===== config.mk =====
export PLATFORM = sky130hd
export DESIGN_NAME = ahb_region_decoder
export DESIGN_NICKNAME = d
export VERILOG_FILES = /design/src/rtl/ahb_region_decoder.sv
export SDC_FILE = /design/constraint.sdc
export NUM_CORES = 1
export LEC_CHECK = 0
export BUFFER_PORTS_ARGS = -buffer_cell sky130_fd_sc_hd__buf_2
export CORE_AREA = 2 2 496 498
export CTS_BUF_LIST = sky130_fd_sc_hd__clkbuf_4 sky130_fd_sc_hd__clkbuf_8
export DETAILED_ROUTE_END_ITERATION = 8
export DIE_AREA = 0 0 498 500
export SYNTH_ARGS = -nofsm -noshare
export SYNTH_HDL_FRONTEND = slang
export SYNTH_SLANG_ARGS = --single-unit

===== constraint.sdc =====
create_clock -name HCLK -period 13 [get_ports HCLK]
set_clock_uncertainty 0.15 [all_clocks]
set_input_delay 3.25 -clock HCLK [delete_from_list [all_inputs] [get_ports HCLK]]
set_output_delay 3.25 -clock HCLK [all_outputs]
set_load 0.02 [all_outputs]

===== src/rtl/ahb_region_decoder.sv =====
// AHB-Lite multi-region address decoder and response multiplexer.
// Decodes each address-phase transfer against NREGIONS base/mask windows and
// drives a one-hot HSEL. It registers the data-phase owner and muxes the slave
// responses back to the master. Unmapped or illegal transfers go to an internal
// default slave, which returns a two-cycle ERROR and logs the fault.

// Per-window match and permission check (one instance per region)
module ahb_region_match #(
  parameter int PA_BITS = 34
) (
  input  logic [PA_BITS-1:0] haddr,
  input  logic [PA_BITS-1:0] base,
  input  logic [PA_BITS-1:0] rng,
  input  logic               supported,
  input  logic               readable,
  input  logic               writable,
  input  logic [3:0]         sizemask,
  input  logic               hwrite,
  input  logic [2:0]         hsize,
  output logic               hit,
  output logic               ok
);
  // Bits covered by the range mask are don't-care; all others must equal base.
  assign hit = (&((haddr ~^ base) | rng)) & supported;
  // Sizes above 8 bytes are never legal; otherwise the mask bit selects the size.
  assign ok  = ~hsize[2] & sizemask[hsize[1:0]] & (hwrite ? writable : readable);
endmodule

module ahb_region_decoder #(
  parameter int PA_BITS     = 34,
  parameter int NREGIONS    = 8,
  parameter int XLEN        = 64,
  parameter int ERRCNT_BITS = 8
) (
  input  logic                         HCLK,
  input  logic                         HRESETn,
  input  logic [PA_BITS-1:0]           HADDR,
  input  logic [1:0]                   HTRANS,
  input  logic                         HWRITE,
  input  logic [2:0]                   HSIZE,
  input  logic [NREGIONS*PA_BITS-1:0]  RegionBase,
  input  logic [NREGIONS*PA_BITS-1:0]  RegionRange,
  input  logic [NREGIONS-1:0]          RegionSupported,
  input  logic [NREGIONS-1:0]          RegionReadable,
  input  logic [NREGIONS-1:0]          RegionWritable,
  input  logic [NREGIONS*4-1:0]        RegionSizeMask,
  input  logic [NREGIONS-1:0]          HREADYOUT_S,
  input  logic [NREGIONS-1:0]          HRESP_S,
  input  logic [NREGIONS*XLEN-1:0]     HRDATA_S,
  output logic [NREGIONS-1:0]          HSEL,
  output logic                         HREADY,
  output logic                         HRESP,
  output logic [XLEN-1:0]              HRDATA,
  input  logic                         ErrClear,
  output logic                         ErrValid,
  output logic [PA_BITS-1:0]           ErrAddr,
  output logic                         ErrWrite,
  output logic [ERRCNT_BITS-1:0]       ErrCount
);
  localparam logic [1:0] S_IDLE = 2'd0;
  localparam logic [1:0] S_ERR1 = 2'd1;
  localparam logic [1:0] S_ERR2 = 2'd2;

  logic                act, dec_err, err_acc;
  logic [NREGIONS-1:0] hit, ok, win;
  logic [NREGIONS-1:0] sel_d;
  logic                sel_def;
  logic [1:0]          state, state_nxt;
  logic                unused_htrans0;

  assign act            = HTRANS[1];
  assign unused_htrans0 = HTRANS[0];

  for (genvar g = 0; g < NREGIONS; g++) begin : g_rgn
    ahb_region_match #(.PA_BITS(PA_BITS)) u_match (
      .haddr     (HADDR),
      .base      (RegionBase[g*PA_BITS +: PA_BITS]),
      .rng       (RegionRange[g*PA_BITS +: PA_BITS]),
      .supported (RegionSupported[g]),
      .readable  (RegionReadable[g]),
      .writable  (RegionWritable[g]),
      .sizemask  (RegionSizeMask[g*4 +: 4]),
      .hwrite    (HWRITE),
      .hsize     (HSIZE),
      .hit       (hit[g]),
      .ok        (ok[g])
    );
  end

  // Lowest-index hit owns the address even if its permission check fails
  always_comb begin : prio
    logic found;
    found = 1'b0;
    win   = '0;
    for (int i = 0; i < NREGIONS; i++) begin
      win[i] = hit[i] & ~found;
      found  = found | hit[i];
    end
  end

  assign HSEL    = act ? (win & ok) : '0;
  assign dec_err = act & ~|(win & ok);
  assign err_acc = dec_err & HREADY;

  // Data-phase response mux: region slave, default slave, or nothing
  always_comb begin
    HREADY = 1'b1;
    HRESP  = 1'b0;
    HRDATA = '0;
    if (sel_def) begin
      HREADY = (state != S_ERR1);
      HRESP  = (state != S_IDLE);
    end else begin
      for (int i = 0; i < NREGIONS; i++) begin
        if (sel_d[i]) begin
          HREADY = HREADYOUT_S[i];
          HRESP  = HRESP_S[i];
          HRDATA = HRDATA_S[i*XLEN +: XLEN];
        end
      end
    end
  end

  // Data-phase owner advances only when the current transfer completes
  always_ff @(posedge HCLK or negedge HRESETn) begin
    if (!HRESETn) begin
      sel_d   <= '0;
      sel_def <= 1'b0;
    end else if (HREADY) begin
      sel_d   <= HSEL;
      sel_def <= dec_err;
    end
  end

  // Default-slave next state: two-cycle ERROR, chained for back-to-back errors
  always_comb begin
    state_nxt = state;
    case (state)
      S_IDLE:  state_nxt = err_acc ? S_ERR1 : S_IDLE;
      S_ERR1:  state_nxt = S_ERR2;
      S_ERR2:  state_nxt = err_acc ? S_ERR1 : S_IDLE;
      default: state_nxt = S_IDLE;
    endcase
  end

  // Default-slave state register
  always_ff @(posedge HCLK or negedge HRESETn) begin
    if (!HRESETn) state <= S_IDLE;
    else          state <= state_nxt;
  end

  // Error log: first fault is sticky, count saturates; a new error beats clear
  always_ff @(posedge HCLK or negedge HRESETn) begin
    if (!HRESETn) begin
      ErrValid <= 1'b0;
      ErrAddr  <= '0;
      ErrWrite <= 1'b0;
      ErrCount <= '0;
    end else if (err_acc) begin
      ErrCount <= ErrClear ? ERRCNT_BITS'(1) :
                  (&ErrCount) ? ErrCount : ErrCount + 1'b1;
      if (!ErrValid || ErrClear) begin
        ErrValid <= 1'b1;
        ErrAddr  <= HADDR;
        ErrWrite <= HWRITE;
      end
    end else if (ErrClear) begin
      ErrValid <= 1'b0;
      ErrAddr  <= '0;
      ErrWrite <= 1'b0;
      ErrCount <= '0;
    end
  end
endmodule


Word level (Yosys, flattened, before mapping)
Cells that the tools add are included.
{ "op_classes": {"n_reduce_logical": 19, "muxes": 66, "n_addsub": 1, "magnitude_cmp": 1, "bitwise_logic": 64, "n_eq_ne": 5} }
{ "op_table": {"columns": ["operator", "count"], "rows": [
  ["2-to-1 mux 64 bit", 9],
  ["OR 34 bit", 8],
  ["AND reduction 34 bit", 8],
  ["XNOR 34 bit", 8],
  ["2-to-1 mux 34 bit", 3],
  ["2-to-1 mux 1 bit", 40],
  ["2-to-1 mux 8 bit", 5],
  ["bitwise AND 1 bit", 33],
  ["binary-select mux 1 bit (select 2 bit)", 8],
  ["adder 8 x 1 -> 8 bit (second input constant)", 1],
  ["bitwise AND 8 bit", 1],
  ["NOT 1 bit", 8],
  ["AND reduction 8 bit", 1],
  ["OR reduction 8 bit", 1],
  ["OR 1 bit", 6],
  ["!= test 2 x 1 -> 1 bit (second input constant)", 2],
  ["case mux 2 bit (2 select lines)", 1],
  ["AND reduction 2 bit", 2],
  ["nonzero test 2 bit", 2],
  ["less-than comparator 2 x 3 -> 1 bit (second input constant)", 1],
  ["== test 2 x 1 -> 1 bit (second input constant)", 1],
  ["== test 2 bit (second input constant)", 1],
  ["logical NOT 1 bit", 2],
  ["logical NOT 2 bit", 1],
  ["other kinds (3)", 3]
]} }
{ "word_totals": {"input_bits": 1171, "reg_bits": 55, "out_inout_bits": 118, "elab_cells": 163} }

Logic depth before layout (Yosys ltp)
{ "depth": {"word_depth": 19, "ltp_mapped": 12, "depth_no_buf": 9} }

Modules after synthesis
Synthesis repeated with hierarchy kept, for this count alone.
{ "unflattened": {"cells_unflattened": 1535, "area_unflattened_um2": 11223.3} }
{ "by_module_without_submodules": {"columns": ["module", "cells_each", "seq_area_each_um2", "n_inst", "area_per_inst_um2"], "rows": [
  ["ahb_region_decoder", 1023, 1376.3, 1, 7219.4],
  ["ahb_region_match", 64, 0.0, 8, 500.5]
]} }

Worst setup path before layout
Ideal clock, no wire load.
{ "synth_path": {"kind": "input port to output port", "startpoint": "input HADDR[9]", "endpoint": "output HSEL[6]", "setup_slack_ps": 3752, "path_stages": 10, "arrival_ps": 5848, "required_ps": 9600, "n_path_buf": 1, "cell_sequence": "buf_4 -> xnor2_1 -> o22ai_1 -> nor4_1 -> o2111ai_2 -> o21ba_2 -> or4b_2 -> nor3_1 -> nor2b_1 -> nor4b_1"} }
{ "synth_via": {"elab_chain_cells": 13, "word_cells_on_any_way": 37, "classes_between": "mux: 1; bitwise: 29; reduce/logical: 7"} }
{ "synth_rtl": {"columns": ["item", "line_no", "rtl"], "rows": [
  ["from (decl)", "37", "input logic [PA_BITS-1:0] HADDR,"],
  ["XNOR 34 bit", "24", "assign hit = (&((haddr ~^ base) | rng)) & supported;"],
  ["OR 34 bit", "24", null],
  ["AND reduction 34 bit", "24", null],
  ["bitwise AND 1 bit", "24", null],
  ["OR 1 bit (5 in series)", "97", "found = found | hit[i];"],
  ["NOT 1 bit", "96", "win[i] = hit[i] & ~found;"],
  ["bitwise AND 1 bit *", "96", null],
  ["bitwise AND 8 bit *", "101", "assign HSEL = act ? (win & ok) : '0;"],
  ["2-to-1 mux 8 bit *", "101", null],
  ["to (decl)", "50", "output logic [NREGIONS-1:0] HSEL,"]
]} }
Mark *: on every way between the ends. The rest lies on a longest branch, timed or not.

Final worst setup path
{ "layout_path": {"startpoint": "input HADDR[1]", "endpoint": "output HSEL[6]"} }
Same word-level chain as after synthesis.

==> out/metrics.cfg <==
[placement]
dp_hpwl_um = 165000
port_buffers = 1287
place.gp.congestion = 1.05
dp_cells = 6067

[critical_path]
reg2reg_from = sel_d[3]
startpoint = HADDR[1]
cp_max_fo = 9
cp.required_ns = 9.60
worstSetupPathType = input pin to primary output
startpoint_type = input pin
critPathCaptureType = primary output
worstPathArrival_ns = 7.02

[sta]
period_share_pct = 80.2
relSlewSlack_pct = 26.5
maxSlewViolCount = 0
hold_ws_ns = 0.313
worstMarginPinSlew_ns = 1.09
fmax_mhz = 95.9
finalHoldViolCount = 0
final.setup.tns_ns = 0
min_period_ns = 10.42
rsz0062_at_grt = no
finalSetupViolations = 0

[clocking]
cts_setup_buffers = 0
h-tree-depth = 2
clk_transition_reported_paths_ns = 0.12
tritoncts = done
cts-root-buf = clkbuf_8
holdBufCountCts = 0
numCtsBuffers = 5
cts.path.max_buffers = 2
cts_resized = 0
cts_sinks = 55
clk_latency_ns = 0.39

[synth]
synthDistinctLibCells = 61
synth_compound_area_share_pct = 25.4
synth_xor_area_share_pct = 20.0
yosys_warnings = 0
netlist_area_sq_um = 11900
synth_enable_flop_cells = 0
synth_top_family_by_area = compound AO/OA/AOI/OAI gates
yosys.area_share.simple_pct = 22.8
synth_seq_cells = 55
synth_seq_area_share_pct = 11.5
synthAdderAreaFrac_pct = 0.105
muxShareOfSynthArea_pct = 13.6
postSynthCellCount = 1652
synthesis.nets = 2824
synth.avg_cell_area_sq_um = 7.22
ys.flop_type = dfrtp_1
ys_async_sr_fraction_pct = 100

[drt]
drt_wl_total_um = 184000
initialDrtViolationCount = 1792
drc_errors = 0
viasPerCell = 3.26
dr.pass1.iters = 6
antenna_left = 0
avgRoutedWirePerCell_um = 29.8
via_count = 20100

[pwr]
power_switching_share_pct = 48.4
power.ir.vdd_worst_v = 0.0000394
p_seq_share_pct = 20.7
pwr-share-clk_pct = 15.1
p_sw_uw = 465
power_uw = 961
powerDensity_nw_per_um2 = 42.7
power_frac_comb_pct = 64.2
p_leak_uw = 0.00867
p_int_uw = 496

[layout]
nets = 4026
area_growth_pct = 88.8
drive_above_1_share_pct = 49.0
final_cells = 6179

[flow_run]
drv_cap = 0

[grt]
globalRouteOverflowTotal = 0
grt_max_degree = 71
grt.total_usage_pct = 14.0
grt_pass1_vias = 19000
grt_pass1_wl_um = 222000
antenna_found_initial = 213

[floorplanning]
die_w_um = 498
die_h_um = 500
die-area_sq_um = 249000
fp-row-count = 182
start_util_pct = 4.88
pin_count = 1289
core_sq_um = 244000

[outcome]
status = completed

[worst_hold_path]
hp-class = register to register
hold_start = state[1]

## synth_stat cells (3+ instances only)
library cell | number | area (sq um)
xnor2_1 | 273 | 2390
nand2_1 | 146 | 548
nor2_1 | 140 | 526
o21ai_0 | 140 | 701
mux2i_1 | 135 | 1350
o22ai_1 | 118 | 738
nor3_1 | 97 | 485
clkbuf_1 | 80 | 300
nor2b_1 | 76 | 475
a21oi_1 | 71 | 355
a221oi_1 | 66 | 578
dfrtp_1 | 55 | 1380
nor4_1 | 41 | 257
a32o_1 | 35 | 350
buf_4 | 29 | 218
buf_1 | 20 | 75.1
mux2_2 | 10 | 113
nand4_1 | 10 | 62.6
buf_6 | 9 | 101
or4_1 | 9 | 67.6
mux4_2 | 7 | 158
nand2b_1 | 7 | 43.8
nand3_1 | 7 | 35.0
o211ai_1 | 7 | 52.6
and3_1 | 6 | 37.5
inv_1 | 5 | 18.8
or3_1 | 4 | 25.0
a221o_1 | 3 | 30.0
and4_1 | 3 | 26.3
buf_8 | 3 | 45.0
nor4b_1 | 3 | 26.3
## cell families (layout without fill, tap and decap cells)
family	Yosys count	after routing
simple gates	560	560
compound gates	462	462
xor+xnor	273	273
mux	152	152
buf+inv	149	1352
flops	55	55
fa+ha+maj	1	1
other cells	0	104
## power groups by stage
stage,clock (uW),combinational (uW),sequential (uW)
after floorplan,0,207,216
after global placement,0,615,201
after detailed placement,0,614,202
after CTS,159,615,199
after global routing,160,641,201
final,145,617,199
## final timing paths
| check | endpoint | slack (ns) | depth (start not counted) |
|---|---|---|---|
| worst min-delay path | state[1] | 0.31 | 1 |
| worst max-delay path | HSEL[6] | 2.58 | 11 |
| max in group asynchronous | sel_d[2] | 9.07 | 1 |
| worst max register to register | ErrAddr[8] | 7.61 | 12 |
| worst min register to register | state[1] | 0.31 | 1 |
| min in group asynchronous | ErrAddr[2] | 2.82 | 1 |
## worst max-delay path: stages
cell     delay, ns
buf_2         0.53
xnor2_1       0.13
o22ai_1       0.44
nor4_1        0.11
nand3_1       0.32
nor2_1        0.08
or4b_2        0.79
nor3_1        0.20
nor2b_1       0.48
nor4b_1       0.27
buf_2         0.34
## routing by layer
| layer | vias to the layer above | share of wire, % | global-route usage (%) |
|---|---|---|---|
| met5 | - | 0.27 | 0 |
| met4 | 72 | 9.2 | 10.7 |
| met3 | 576 | 9.4 | 4.76 |
| met2 | 1723 | 47 | 24.0 |
| met1 | 9142 | 34 | 14.1 |
| li1 | 8617 | - | - |
## stage by stage
step	util (%)	setup slack, ns	instance area [sq um]
after global placement	9.06	2.39	22100
after global routing	9.18	2.21	22400
after floorplan	-	3.75	11900
after CTS	9.11	2.36	22300
final	9.21	2.58	22500
after detailed placement	9.06	2.36	22100
## cells in the final DEF, fill, tap and decap left out, types with 6 or more instances in the layout
master	netlist	routed
o22ai_1	118	118
a21oi_1	71	70
mux4_2	7	7
nor2_1	140	140
a221oi_1	66	63
nor4_1	41	39
nand2_1	146	145
o211ai_1	7	7
buf_2	2	1286
mux2_2	10	10
diode_2	0	104
nor2b_1	76	75
a32o_1	35	35
dfrtp_4	0	8
and3_1	6	6
dfrtp_1	55	47
nand2b_1	7	7
nor3_1	97	95
nand4_1	10	10
o21ai_0	140	137
or4_1	9	9
mux2i_1	135	134
xnor2_1	273	273
nand3_1	7	7
buf_4	29	51
## final cells by class
cell class	instances	area [sq um]
repair buffers	1338	6840
clock inverters	2	37.5
multi-input cells	1448	9840
diodes	104	260
inverters	6	22.5
flip-flops and latches	55	1410
fillers	29000	222000
well taps	3220	4030
clock buffers	6	76.3
## state kept, by name, summed over array words and instances, names as in the netlist
name / count
ErrAddr: 34
ErrCount: 8
sel_d: 8
state: 2
ErrValid: 1
ErrWrite: 1
sel_def: 1
Power figures use the tool's default switching activity.
